[src/rtl/line_double_buffer_if.sv]
// Timing, render-write and display bundle for the scanline buffer.
// master drives timing/render inputs; slave is the buffer itself.
interface line_double_buffer_if #(
   parameter int DW = 8
);

   logic          clk_pix;
   logic [8:0]    hc;
   logic [8:0]    vc;
   logic          hbl;
   logic          vbl;

   logic          wr_en;
   logic [8:0]    wr_x;
   logic [DW-1:0] wr_data;

   logic          ready;
   logic          line_start;
   logic [8:0]    line_num;
   logic [DW-1:0] pix_out;
   logic          late_wr;

   modport master (
      output clk_pix, hc, vc, hbl, vbl,
      output wr_en, wr_x, wr_data,
      input  ready, line_start, line_num,
      input  pix_out, late_wr
   );

   modport slave (
      input  clk_pix, hc, vc, hbl, vbl,
      input  wr_en, wr_x, wr_data,
      output ready, line_start, line_num,
      output pix_out, late_wr
   );

endinterface

[src/rtl/line_double_buffer.sv]
// Ping-pong scanline buffer: render fills one bank while the other
// is shown at hc and cleared behind the beam; banks swap at hblank.
module line_double_buffer #(
   parameter int            DW          = 8,
   parameter int            WIDTH       = 256,
   parameter logic [DW-1:0] TRANSPARENT = '0,
   parameter bit            SKIP_TRANS  = 1'b1
) (
   input logic                 clk,
   input logic                 reset,
   line_double_buffer_if.slave bus
);

   localparam int AW = (WIDTH > 1) ? $clog2(WIDTH) : 1;
   localparam logic [9:0] WLIM = 10'(WIDTH);
   localparam logic [AW-1:0] LAST = AW'(WIDTH - 1);

   localparam logic [0:0] ST_CLEAR = 1'b0;
   localparam logic [0:0] ST_RUN   = 1'b1;

   logic [0:0]    state;
   logic [AW-1:0] clr_addr;
   logic          bank_sel;
   logic          hbl_q;

   logic          ready_q;
   logic          line_start_q;
   logic [8:0]    line_num_q;
   logic [DW-1:0] pix_q;
   logic          late_q;

   logic [DW-1:0] bank0 [WIDTH];
   logic [DW-1:0] bank1 [WIDTH];

   logic          running;
   logic          hc_vis;
   logic          wx_vis;
   logic          swap;
   logic          rd_en;
   logic          skip;
   logic          wr_ok;
   logic [AW-1:0] hc_a;
   logic [AW-1:0] wx_a;
   logic [DW-1:0] rd_data;

   logic          we0;
   logic          we1;
   logic [AW-1:0] wa0;
   logic [AW-1:0] wa1;
   logic [DW-1:0] wd0;
   logic [DW-1:0] wd1;

   assign running = (state == ST_RUN);
   assign hc_vis  = ({1'b0, bus.hc} < WLIM);
   assign wx_vis  = ({1'b0, bus.wr_x} < WLIM);
   assign hc_a    = bus.hc[AW-1:0];
   assign wx_a    = bus.wr_x[AW-1:0];

   assign swap  = running & bus.clk_pix & bus.hbl & ~hbl_q;
   assign rd_en = running & bus.clk_pix & hc_vis;
   assign skip  = SKIP_TRANS && (bus.wr_data == TRANSPARENT);

   // A write landing on the swap clk has no well-defined target line.
   assign wr_ok = running & bus.wr_en & wx_vis & ~skip & ~swap;

   assign rd_data = bank_sel ? bank1[hc_a] : bank0[hc_a];

   // Each bank sees at most one write per clk: clear, display-clear
   // or render, so the two banks never contend.
   always_comb begin
      we0 = 1'b0;
      we1 = 1'b0;
      wa0 = '0;
      wa1 = '0;
      wd0 = TRANSPARENT;
      wd1 = TRANSPARENT;
      if (!reset) begin
         if (state == ST_CLEAR) begin
            we0 = 1'b1;
            we1 = 1'b1;
            wa0 = clr_addr;
            wa1 = clr_addr;
         end else if (bank_sel) begin
            we1 = rd_en;
            wa1 = hc_a;
            we0 = wr_ok;
            wa0 = wx_a;
            wd0 = bus.wr_data;
         end else begin
            we0 = rd_en;
            wa0 = hc_a;
            we1 = wr_ok;
            wa1 = wx_a;
            wd1 = bus.wr_data;
         end
      end
   end

   always_ff @(posedge clk) begin
      if (we0) bank0[wa0] <= wd0;
      if (we1) bank1[wa1] <= wd1;
   end

   always_ff @(posedge clk) begin
      if (reset) begin
         state        <= ST_CLEAR;
         clr_addr     <= '0;
         bank_sel     <= 1'b0;
         hbl_q        <= 1'b1;
         ready_q      <= 1'b0;
         line_start_q <= 1'b0;
         line_num_q   <= '0;
         pix_q        <= TRANSPARENT;
         late_q       <= 1'b0;
      end else begin
         line_start_q <= swap;
         if (bus.clk_pix) hbl_q <= bus.hbl;
         case (state)
            ST_CLEAR: begin
               clr_addr <= clr_addr + 1'b1;
               if (clr_addr == LAST) begin
                  state   <= ST_RUN;
                  ready_q <= 1'b1;
               end
            end
            default: begin
               if (swap) begin
                  bank_sel   <= ~bank_sel;
                  line_num_q <= bus.vc + 9'd1;
               end
               if (swap & bus.wr_en) late_q <= 1'b1;
               if (bus.clk_pix) begin
                  if (hc_vis & ~bus.hbl & ~bus.vbl)
                     pix_q <= rd_data;
                  else
                     pix_q <= TRANSPARENT;
               end
            end
         endcase
      end
   end

   assign bus.ready      = ready_q;
   assign bus.line_start = line_start_q;
   assign bus.line_num   = line_num_q;
   assign bus.pix_out    = pix_q;
   assign bus.late_wr    = late_q;

endmodule

[src/flat_wrapper.sv]
// flat-port wrapper written by rule: the top's interface ports become plain ports
module line_double_buffer_flat 
#(
   parameter int            DW          = 8,
   parameter int            WIDTH       = 256,
   parameter logic [DW-1:0] TRANSPARENT = '0,
   parameter bit            SKIP_TRANS  = 1'b1
)
  (clk, reset, bus_clk_pix, bus_hc, bus_vc, bus_hbl, bus_vbl, bus_wr_en, bus_wr_x, bus_wr_data, bus_ready, bus_line_start, bus_line_num, bus_pix_out, bus_late_wr);
  line_double_buffer_if #(.DW(DW)) bus_i ();
  input logic clk;
  input logic reset;
  input wire logic [$bits(bus_i.clk_pix)-1:0] bus_clk_pix;
  input wire logic [$bits(bus_i.hc)-1:0] bus_hc;
  input wire logic [$bits(bus_i.vc)-1:0] bus_vc;
  input wire logic [$bits(bus_i.hbl)-1:0] bus_hbl;
  input wire logic [$bits(bus_i.vbl)-1:0] bus_vbl;
  input wire logic [$bits(bus_i.wr_en)-1:0] bus_wr_en;
  input wire logic [$bits(bus_i.wr_x)-1:0] bus_wr_x;
  input wire logic [$bits(bus_i.wr_data)-1:0] bus_wr_data;
  output wire logic [$bits(bus_i.ready)-1:0] bus_ready;
  output wire logic [$bits(bus_i.line_start)-1:0] bus_line_start;
  output wire logic [$bits(bus_i.line_num)-1:0] bus_line_num;
  output wire logic [$bits(bus_i.pix_out)-1:0] bus_pix_out;
  output wire logic [$bits(bus_i.late_wr)-1:0] bus_late_wr;
  assign bus_i.clk_pix = bus_clk_pix;
  assign bus_i.hc = bus_hc;
  assign bus_i.vc = bus_vc;
  assign bus_i.hbl = bus_hbl;
  assign bus_i.vbl = bus_vbl;
  assign bus_i.wr_en = bus_wr_en;
  assign bus_i.wr_x = bus_wr_x;
  assign bus_i.wr_data = bus_wr_data;
  assign bus_ready = bus_i.ready;
  assign bus_line_start = bus_i.line_start;
  assign bus_line_num = bus_i.line_num;
  assign bus_pix_out = bus_i.pix_out;
  assign bus_late_wr = bus_i.late_wr;
  line_double_buffer #(.DW(DW), .WIDTH(WIDTH), .TRANSPARENT(TRANSPARENT), .SKIP_TRANS(SKIP_TRANS)) u_core (.clk(clk), .reset(reset), .bus(bus_i));
endmodule
[config.mk]
export PLATFORM = sky130hd
export DESIGN_NAME = line_double_buffer_flat
export DESIGN_NICKNAME = d
export VERILOG_FILES = /design/src/rtl/line_double_buffer_if.sv /design/src/rtl/line_double_buffer.sv /design/src/flat_wrapper.sv
export SDC_FILE = /design/constraint.sdc
export NUM_CORES = 2
export LEC_CHECK = 0
export BUFFER_PORTS_ARGS = -buffer_cell sky130_fd_sc_hd__buf_2
export CELL_PAD_IN_SITES_DETAIL_PLACEMENT = 1
export CELL_PAD_IN_SITES_GLOBAL_PLACEMENT = 2
export CORE_MARGIN = 2
export CORE_UTILIZATION = 51
export CTS_CLUSTER_SIZE = 30
export DETAILED_ROUTE_END_ITERATION = 8
export GPL_ROUTABILITY_DRIVEN = 0
export PLACE_DENSITY = 0.75
export SYNTH_ARGS = -nofsm -noshare
export SYNTH_HDL_FRONTEND = slang
export SYNTH_SLANG_ARGS = --single-unit
[constraint.sdc]
create_clock -name clk -period 7.8 [get_ports clk]
set_input_delay 0.78 -clock clk [delete_from_list [all_inputs] [get_ports clk]]
set_output_delay 0.78 -clock clk [all_outputs]
set_load 0.005 [all_outputs]
==> run summary <==
Critical Path Start Type = flop
f_max = 197 MHz
Layout Utilization = 0.569
syn nets = 7806
RSZ-0062 raised after global routing = no
# fillers = 26500
Setup crit end kind = flop
first-pass GRT wire length = 652000 um
WP data required = 8.36 ns
drt pass-1 iters = 5
CTS tree = yes
Post-synth top flop = edfxtp_1
CTS resizes = 0
area grow syn2layout = 11.1%
design area = 0.179 mm2
Pint = 35.6 mW
Area contributors post-synth = edfxtp_1 76%, mux4_2 13%, mux2i_1 2.6%
Max Fanout on Critical Path = 41
failing checks = max-capacitance violations, max-slew violations
Clock Sinks = 4127
GRT overflow = 0
vias after detailed routing = 81400
Clock Skew = 0.0357 ns
Worst Path Arrival = 5.64 ns
nets = 8004
Worst Setup Slack, final = 2.72 ns
Logic pwr share = 0.035
Root Buffer = clkbuf_16
crit path to = u_core.bank1[86][7]$_DFFE_PP_
Slew HR = -0.0400
Crit. Startpoint = u_core.bank_sel$_SDFFE_PP0P_
synthesized area = 0.162 mm2
H-tree depth = 5
fraction of registers with async set/reset = 0
#FFs+latches synth = 4127
Core ar. = 0.315 mm2
Tmin final = 5.08 ns
Peak VDD IR = 0.295 mV
std cell rows = 206
period utilisation layout = 0.651
share of cells above drive strength 1 = 0.224
DRC violations left = 0
PwrDens = 251 mW/mm2
register area share after synthesis = 0.765
initial antenna violation count = 17
Syn. warnings = 0
P_sw = 9.47 mW
DIE AREA = 0.321 mm2
switching part of the total power = 0.210
# hold bufs at CTS = 2
Commonest cells post-synth = 4096 x edfxtp_1, 910 x mux4_2, 613 x nor2_1
worst hold path class = input pin to flop
area leader, netlist = edfxtp_1
Post-Synthesis Cells = 7763
Clk network pwr share = 0.432
Post-Place Cell Area = 0.166 mm2
overall power = 45.0 mW
leakage = 56.4 nW
slew of the pin with the lowest slew margin = 1.55 ns
Fin. Hold Viols = 0
slowest CP cell = nor3_1
vias in the first global route = 83800
outcome = finished, violations left
Post-synth EDFFs = 4096
number of buffers on the longest clock path = 4
worst-path cell chain = mux2i_1, nand2_1, o21ai_0, nor3b_1, buf_4, nand3_1, nor3_1
Avg Inst Size Synth = 20.8 um2
r2r setup slk = 2.72 ns
initial drt markers = 9884
post-CTS setup buffer count = 0
max cap viols = 3
Reg power frac = 0.533
CP peak stage delay = 1.22 ns
antenna viol nets, final = 0
DR WL/cell = 37.0 um
Critical R2R Capture = u_core.bank1[86][7]$_DFFE_PP_
# setup viols final = 0
Initial Util = 0.513
Die Y = 567 um
clock buffer count from CTS = 418
Die Wd = 567 um
Yosys cell types = 80
share of the synthesized area in the top cell type = 0.762
PortBufs = 60
type of the worst setup path = flop to flop
r2r startpoint = u_core.bank_sel$_SDFFE_PP0P_
setup_tns = 0 ns
final WL = 461000 um
post-DR vias/cell = 6.53
Slew Limit Fails = 2
Clk pin slew, worst setup/hold paths = 0.06 ns
R2R depth = 7
Boundary Pins = 61
pre-CTS WS = 2.44 ns
count leader, synth = edfxtp_1
Clock Latency Late Sink = 0.96 ns
GRT Total Usage = 0.286
hpwl dp = 284000 um
largest net degree at the start of global routing = 175
==> critical path, delay by kind of cell, from the launching register on <==
kind	cells	cell delay, ns
AOI/OAI and AO/OA	1	0.49
buffers and inverters	1	0.26
DFF	1	1.14
muxes	1	0.31
and+or+nand+nor	4	2.42
==> through the flow <==
| stage | std cells | hold WS, ns |
|---|---|---|
| floorplan | 7763 | 0.460 |
| global placement | 11700 | 0.467 |
| detailed placement | 11700 | 0.472 |
| CTS | 12500 | 0.0205 |
| global route | 12500 | 0.0876 |
| finish | 12500 | 0.0758 |
==> cell families after synthesis <==
kind of cell | count (synthesis) | share of synthesized area
xor gates and xnor gates | 14 | 0.000759
muxes | 1371 | 0.156
buffers and inverters | 485 | 0.0184
adders and majority gates | 2 | 0.000155
AOI/OAI and AO/OA | 682 | 0.0304
and+or+nand+nor | 1082 | 0.0290
DFF | 4127 | 0.765
==> power groups by stage <==
stage / logic (mW) / clock network, mW / registers [mW]
3_5_place_dp: 1.56 / 0 / 24.5
2_1_floorplan: 1.02 / 0 / 24.5
4_1_cts: 1.56 / 19.7 / 24.0
6_report: 1.56 / 19.4 / 24.0
3_3_place_gp: 1.55 / 0 / 24.5
5_1_grt: 1.62 / 20.4 / 24.0
==> final cells by class <==
class / count / area [um2] / area share
diodes: 5 / 12.5 / 0.0000698
flip-flops and latches: 4127 / 124000 / 0.689
well taps: 4160 / 5200 / 0.0290
clock buffers: 518 / 11100 / 0.0617
multi-input cells: 3151 / 35100 / 0.196
inverters: 9 / 53.8 / 0.000300
clock inverters: 237 / 2050 / 0.0114
repair buffers: 254 / 2280 / 0.0127
==> cell usage in the layout (no fill, tap or decap), types with 106 or more instances in the layout <==
cell       synthesis  final
nor2_1           613    605
a21oi_1          107    106
buf_4             55    152
mux2i_1          422    422
edfxtp_1        4096   4096
o22ai_1          109    109
nand2_1          197    196
clkbuf_16          0    425
mux4_2           910    910
o221ai_1         116    116
==> flip-flops by register name, indices dropped and copies added (netlist names), 8 cells and up <==
name                 cells
u_core.bus.line_num      9
u_core.bank0          2048
u_core.clr_addr          8
u_core.bus.pix_out       8
u_core.bank1          2048
==> routing by layer <==
layer  vias to the layer above  share of wire  global-route usage
met5                         -        0.00026                   0
met4                        15          0.044               0.112
met3                       783          0.075              0.0430
met2                      3836           0.48               0.454
met1                     44000           0.40               0.403
li1                      32700              -                   -
==> worst min-delay path by stage <==
stage                                                   from  depth (start not counted)                                  to
after detailed placement     u_core.bus.late_wr$_SDFFE_PP0P_                          2     u_core.bus.late_wr$_SDFFE_PP0P_
after CTS                                          bus_wr_en                          3     u_core.bus.late_wr$_SDFFE_PP0P_
after floorplan           u_core.bus.pix_out[0]$_SDFFE_PP0N_                          2  u_core.bus.pix_out[0]$_SDFFE_PP0N_
after global routing                             bus_clk_pix                          2           u_core.hbl_q$_SDFFE_PP1P_
final                                              bus_wr_en                          3     u_core.bus.late_wr$_SDFFE_PP0P_
after global placement         u_core.bus.ready$_SDFFE_PP0P_                          2       u_core.bus.ready$_SDFFE_PP0P_
No activity file was read; power rests on OpenSTA's default activity.
